==> src/rtl/mod_n_down_counter_pkg.sv <==
// Lab-wide constants shared by the counter blocks: default modulus/width and the
// reload value that the counter wraps, clamps and resets to.
package mod_n_down_counter_pkg;

    localparam int DEFAULT_MOD   = 5;
    localparam int DEFAULT_WIDTH = 3;

    function automatic int reload_of(input int mod);
        return mod - 1;
    endfunction

endpackage

==> src/rtl/mod_n_down_counter_reg.sv <==
// Lab register cell: W-bit flop with a synchronous active-high reset to RST_VAL
// and a load enable.
module mod_n_down_counter_reg #(
    parameter int             W       = 1,
    parameter logic [W-1:0]   RST_VAL = '0
) (
    input  logic         clock,
    input  logic         reset,
    input  logic         enable,
    input  logic [W-1:0] in,
    output logic [W-1:0] out
);

    logic [W-1:0] r_q;

    always_ff @(posedge clock) begin
        if (reset) begin
            r_q <= RST_VAL;
        end else if (enable) begin
            r_q <= in;
        end
    end

    assign out = r_q;

endmodule

==> src/rtl/mod_n_down_counter.sv <==
// Loadable modulo-MOD down counter with terminal-count decode and a wrap pulse.
// Define MOD_N_DOWN_COUNTER_ONE_SHOT_EN to stop at 0 instead of wrapping.
module mod_n_down_counter
    import mod_n_down_counter_pkg::*;
#(
    parameter int MOD   = DEFAULT_MOD,
    parameter int WIDTH = DEFAULT_WIDTH
) (
    input  logic             clock,
    input  logic             reset,
    input  logic             enable,
    input  logic             load,
    input  logic [WIDTH-1:0] load_value,
    output logic [WIDTH-1:0] out,
    output logic             reach0,
    output logic             wrap
);

    localparam logic [WIDTH-1:0] L_RELOAD = WIDTH'(reload_of(MOD));
    localparam logic [WIDTH:0]   L_MOD    = (WIDTH+1)'(MOD);

    generate
        if (MOD < 2 || MOD > 256 || (2 ** WIDTH) < MOD) begin : g_param_check
            $fatal(1, "mod_n_down_counter: illegal MOD=%0d / WIDTH=%0d", MOD, WIDTH);
        end
    endgenerate

    logic [WIDTH-1:0] w_out;
    logic [WIDTH-1:0] w_out_next;
    logic             w_wrap;
    logic             w_wrap_next;

    // Hold is expressed through next-state selection, so both cells are always enabled.
    always_comb begin
        w_out_next  = w_out;
        w_wrap_next = 1'b0;
        if (load) begin
            w_out_next = ({1'b0, load_value} >= L_MOD) ? L_RELOAD : load_value;
        end else if (enable) begin
            if ({1'b0, w_out} >= L_MOD) begin
                w_out_next = L_RELOAD;
            end else if (w_out == '0) begin
`ifdef MOD_N_DOWN_COUNTER_ONE_SHOT_EN
                w_out_next = w_out;
`else
                w_out_next  = L_RELOAD;
                w_wrap_next = 1'b1;
`endif
            end else begin
                w_out_next = w_out - 1'b1;
            end
        end
    end

    mod_n_down_counter_reg #(
        .W       (WIDTH),
        .RST_VAL (L_RELOAD)
    ) u_count_reg (
        .clock  (clock),
        .reset  (reset),
        .enable (1'b1),
        .in     (w_out_next),
        .out    (w_out)
    );

    mod_n_down_counter_reg #(
        .W       (1),
        .RST_VAL (1'b0)
    ) u_wrap_reg (
        .clock  (clock),
        .reset  (reset),
        .enable (1'b1),
        .in     (w_wrap_next),
        .out    (w_wrap)
    );

    assign out    = w_out;
    assign reach0 = (w_out == '0);
    assign wrap   = w_wrap;

endmodule

==> config.mk <==
export PLATFORM = sky130hd
export DESIGN_NAME = mod_n_down_counter
export DESIGN_NICKNAME = d
export VERILOG_FILES = /design/src/rtl/mod_n_down_counter_pkg.sv /design/src/rtl/mod_n_down_counter_reg.sv /design/src/rtl/mod_n_down_counter.sv
export SDC_FILE = /design/constraint.sdc
export NUM_CORES = 1
export LEC_CHECK = 0
export CAP_MARGIN = 20
export CORE_AREA = 2 2 39 41
export DETAILED_ROUTE_END_ITERATION = 6
export DIE_AREA = 0 0 41 43
export DONT_BUFFER_PORTS = 1
export GPL_ROUTABILITY_DRIVEN = 0
export PLACE_DENSITY = 0.3
export SLEW_MARGIN = 20
export SYNTH_ARGS = -nofsm -noshare
export SYNTH_HDL_FRONTEND = slang
export SYNTH_SLANG_ARGS = --single-unit
==> constraint.sdc <==
create_clock -name clock -period 1.44 [get_ports clock]
set_clock_uncertainty 0.1 [all_clocks]
set_input_delay 0.144 -clock clock [delete_from_list [all_inputs] [get_ports clock]]
set_output_delay 0.144 -clock clock [all_outputs]
set_load 0.005 [all_outputs]
* Word level (Yosys, flattened, before mapping)
Cells that the tools add are included.
** Storage, ports and cells
- Register bits after elaboration :: 4
- Bits of input ports :: 7
- Output and inout port bits :: 5
- Logic and storage cells :: 15
** Cells by class
- Add/sub/neg operators :: 1
- Magnitude comparators :: 2
- Muxes and demuxes :: 6
- Bitwise gates (word level) :: 1
- Reduce and logical (&&, ||, !) cells :: 3
** Operators by type and width (number)
- two-way mux 3 bit :: 5
- greater-or-equal comparator 3 bit (second input constant) :: 2
- OR reduction 4 bit :: 1
- logical NOT 3 bit :: 1
- subtractor 3 x 1 -> 3 bit (second input constant) :: 1
- nonzero test 2 bit :: 1
- two-way mux 1 bit :: 1
- NOT 1 bit :: 1

* Depth between registers and ports, before layout
- Depth after elaboration :: 5
- Mapped depth :: 5
- Depth with buffers taken out :: 5

* Hierarchy
Synthesis repeated with hierarchy kept, for this count alone.
** Unflattened totals
- Cells, all modules :: 31
- Area, all modules :: 257.7 um^2
** By module, submodules not included
- mod_n_down_counter :: times used 1, cells an instance 19, area each 121.4 um^2, sequential area each 0.0 um^2
- mod_n_down_counter_reg (u_count_reg) :: times used 1, cells an instance 9, area each 102.6 um^2, sequential area each 60.1 um^2
- mod_n_down_counter_reg (u_wrap_reg) :: times used 1, cells an instance 3, area each 33.8 um^2, sequential area each 20.0 um^2

* Worst setup path before layout
No wires, ideal clock.
- Path kind :: flip-flop to flip-flop
- From :: register u_count_reg.r_q[0] (netlist: u_count_reg.out[0])
- To :: register u_count_reg.r_q[0] (netlist: u_count_reg.out[0])
- Library setup time :: 0.086 ns
- Data arrival time :: 1.134 ns
- Data required time :: 1.254 ns
- Setup slack :: 0.121 ns
- Stages on the path, launching flop included :: 6
- Buffers on the path :: 0
- Period minus slack after synthesis :: 1.319 ns
- Path through :: dfxtp_1 > nor2_1 > ha_1 > nor3b_2 > a221oi_1 > a211oi_1
** On the way
- Longest elaborated chain between the ends :: 5
- Elaborated cells between the ends (all ways) :: 7
- Classes of those cells :: add/sub (1); order compare (1); mux (4); reduce/logical (1)
** Ends and longest elaborated chain
- from (decl) :: line mod_n_down_counter_reg.sv:14 : logic [W-1:0] r_q;
- from (signal assigned) :: line mod_n_down_counter_reg.sv:20 : r_q <= in;
- logical NOT 3 bit
- named net reach0 :: line mod_n_down_counter.sv:15 : output logic reach0,
- two-way mux 3 bit :: line mod_n_down_counter.sv:42 : end else if (w_out == '0) begin
- two-way mux 3 bit :: line mod_n_down_counter.sv:40 : if ({1'b0, w_out} >= L_MOD) begin
- two-way mux 3 bit :: line mod_n_down_counter.sv:39 : end else if (enable) begin
- two-way mux 3 bit :: line mod_n_down_counter.sv:37 : if (load) begin
The timed path passes the listed nets, and every way through them passes these cells. The select of a mux whose other input is x is not followed.
A chain may end at the register's enable or synchronous reset.

* Final worst setup path
- From :: register u_count_reg.r_q[0] (netlist: u_count_reg.out[0])
- To :: register u_count_reg.r_q[0] (netlist: u_count_reg.out[0])
** On the way
- Longest elaborated chain between the ends :: 5
- Elaborated cells between the ends (all ways) :: 7
- Classes of those cells :: add/sub (1); order compare (1); mux (4); reduce/logical (1)
** Ends and longest elaborated chain (line)
- subtractor 3 x 1 -> 3 bit / logical NOT 3 bit (equally long branches) :: mod_n_down_counter.sv:50, mod_n_down_counter.sv:42
- two-way mux 3 bit :: mod_n_down_counter.sv:42
- two-way mux 3 bit (*) :: mod_n_down_counter.sv:40
- two-way mux 3 bit (*) :: mod_n_down_counter.sv:39
- two-way mux 3 bit (*) :: mod_n_down_counter.sv:37
Every way passes the cells marked *; elsewhere a longest branch is shown, timed or not. The select of a mux whose other input is x is not followed.

==> impl_metrics.yaml <==
status:
  outcome: "completed"
placement:
  place_hpwl_um: 477
  io_buffers: 0
  dp.cells: 45
route:
  drt-vias-per-instance: 4.63
  dr_total_vias: 250
  postRouteAntennaNets: 0
  route.detailed.drc: 0
  routed_wl_um: 635
  wl_per_cell_um: 11.8
  drt-initial-drc-count: 1
  drt_pass1_iterations: 2
die:
  die_x_um: 41
  io_pins: 12
  rows: 14
  dieArea_um2: 1760
  core-area_um2: 1380
  initial_utilization: 0.169
  dieHeight_um: 43
global_route:
  grt-ovfl-total: 0
  grt_pass1_wl_um: 966
  grt_usage: 0.0853
  antenna_found_initial: 0
  grt_start_max_net_pins: 6
  grt_pass1_vias: 247
min_path:
  hp-class: "in -> reg"
  whs_endpoint: "u_wrap_reg.out"
  min-delay-start: "reset"
  hold_depth: 2
layout:
  drive_gt1_frac: 0.263
  synthToLayoutAreaGrowth_pct: 59.4
  diodes: 0
  fin_nets: 48
  multiInputGateArea_um2: 153
  finalNonFillerCells: 54
  seq_area_um2: 80.1
  fillCellCount: 152
synthesis:
  ys_ff_latch: 4
  ys_warn_count: 0
  ys_seq_area_frac: 0.342
  ys_types: 18
  synth_nets: 33
  netlist_area_um2: 234
  synth_area_per_cell_um2: 9.36
  postSynthCellCount: 25
clock_network:
  cts_buffers: 3
  htree_levels: 1
  clk_pin_slew_ns: 0.03
  clock-sinks: 4
  clockRootBuffer: "clkbuf_4"
  clk_latency_ns: 0.23
  post_cts_buffers: 0
  cts_tree: "built"
  ctsLongestPathBuffers: 2
sta:
  worstMarginPinSlew_ns: 0.218
  maxClockFrequency_ghz: 0.752
  maxSlewHeadroom: 0.855
  slew_viol_final: 0
  setup_violations: 0
  rsz0062_at_grt: "no"
  final.period_utilization: 0.923
  fin_crit_ns: 1.33
  finalHoldViolations: 0
  final.setup.tns_ns: 0
run:
  maxCapViolCount: 0
worst_setup_path:
  reg2regPathDepth: 5
  timing.rr.start: "u_count_reg.out[0]"
  startpoint_type: "flop"
  critPathCaptureType: "flop"
  crit_buf_inv: 0
  path_max_fanout: 3
  slowest_stage: "dfxtp_1"
  r2r_end: "u_count_reg.out[0]"
  crit_chain: "nor2_1 > ha_1 > nor3b_2 > a221oi_2 > a211oi_1"
  cpPeakStageDelay_ns: 0.38
  worst-setup-path-type: "reg -> reg"
  crit_family: "flip-flops"
  r2r_setup_slack_ns: 0.11
  required_ns: 1.48
  cp.arrival_ns: 1.37
power:
  ir_drop_mv: 0.352
  p_leak_nw: 0.163
  powerDensity_nw_per_um2: 899
-- state kept, by name, indices dropped and copies added (netlist names) --
signal,cells
u_count_reg.out,3
u_wrap_reg.out,1
-- logic make-up (layout without fill, tap and decap cells) --
family,after synthesis,after routing,share of synthesized area
fa+ha+maj,1,1,0.0535
compound gates,8,8,0.283
simple gates,10,10,0.289
buf+inv,2,15,0.0321
flops,4,4,0.342
-- what timing repair did --
| item | CTS | global route |
|---|---|---|
| hold buffers | 6 | 0 |
| gates resized for setup | 0 | 1 |
| setup endpoints to repair | 0 | 1 |
| endpoints found under the hold margin | 4 | 0 |
-- cell usage in the layout (no fill, tap or decap), drive strengths merged --
cell and count:
ha 1, nor2 3, o22a 1, a211oi 1
nand2 1, inv 2, dlygate4sd3 6, clkbuf 3
nand2b 2, buf 4, o2111a 1, a21oi 1
a221oi 2, dfxtp 4, o21ai 2, and2b 1
and4bb 1, nor3b 2
-- layer usage --
| metal | global-route usage | part of all wire | vias up |
|---|---|---|---|
| met5 | 0 | 0 | - |
| met4 | 0.0800 | 0.020 | 0 |
| met3 | 0.0419 | 0.076 | 2 |
| met2 | 0.122 | 0.51 | 9 |
| met1 | 0.0833 | 0.39 | 116 |
| li1 | - | - | 123 |
-- stage by stage --
| stage | hold WS (ns) | util | setup WS, ns | area [um2] | power [mW] |
|---|---|---|---|---|---|
| 5_1_grt | 0.0242 | 0.269 | 0.0257 | 373 | 0.355 |
| 2_1_floorplan | 0.110 | - | 0.121 | 234 | 0.165 |
| 3_5_place_dp | 0.116 | 0.205 | 0.0586 | 284 | 0.187 |
| 3_3_place_gp | 0.117 | 0.205 | 0.0706 | 284 | 0.189 |
| 6_report | 0.00590 | 0.269 | 0.111 | 373 | 0.335 |
| 4_1_cts | 0.00152 | 0.265 | 0.0525 | 367 | 0.342 |
-- cell type report --
cell class              instances  area share
multi-input cells              19       0.409
repair buffers                 10       0.242
flip-flops and latches          4       0.215
clock buffers                   3      0.0604
well taps                      16      0.0537
inverters                       2      0.0201
-- power by group --
group	switching [mW]	internal, mW	total (mW)
registers	0.00562	0.119	0.124
clock network	0.0391	0.0927	0.132
logic	0.0339	0.0451	0.0789
-- worst max-delay path by stage --
stage                  startpoint                 end  depth (start not counted)
4_1_cts        u_count_reg.out[0]  u_count_reg.out[0]                          5
3_3_place_gp   u_count_reg.out[0]  u_count_reg.out[0]                          5
5_1_grt        u_count_reg.out[0]  u_count_reg.out[0]                          5
2_1_floorplan  u_count_reg.out[0]  u_count_reg.out[0]                          5
6_report       u_count_reg.out[0]  u_count_reg.out[0]                          5
3_5_place_dp   u_count_reg.out[0]  u_count_reg.out[0]                          5
-- synthesized netlist by cell type (all sizes together) --
| library cell | instances | area (um2) |
|---|---|---|
| nor2 | 3 | 11.3 |
| and4bb | 1 | 12.5 |
| ha | 1 | 12.5 |
| and2b | 1 | 7.51 |
| a211oi | 1 | 7.51 |
| nor3b | 2 | 20.0 |
| o22a | 1 | 8.76 |
| o21ai | 2 | 10.0 |
| a21oi | 1 | 5.00 |
| a221oi | 2 | 23.8 |
| nand2 | 1 | 3.75 |
| inv | 2 | 7.51 |
| dfxtp | 4 | 80.1 |
| o2111a | 1 | 11.3 |
| nand2b | 2 | 12.5 |
Note: power is estimated with default switching activity, not from simulation.
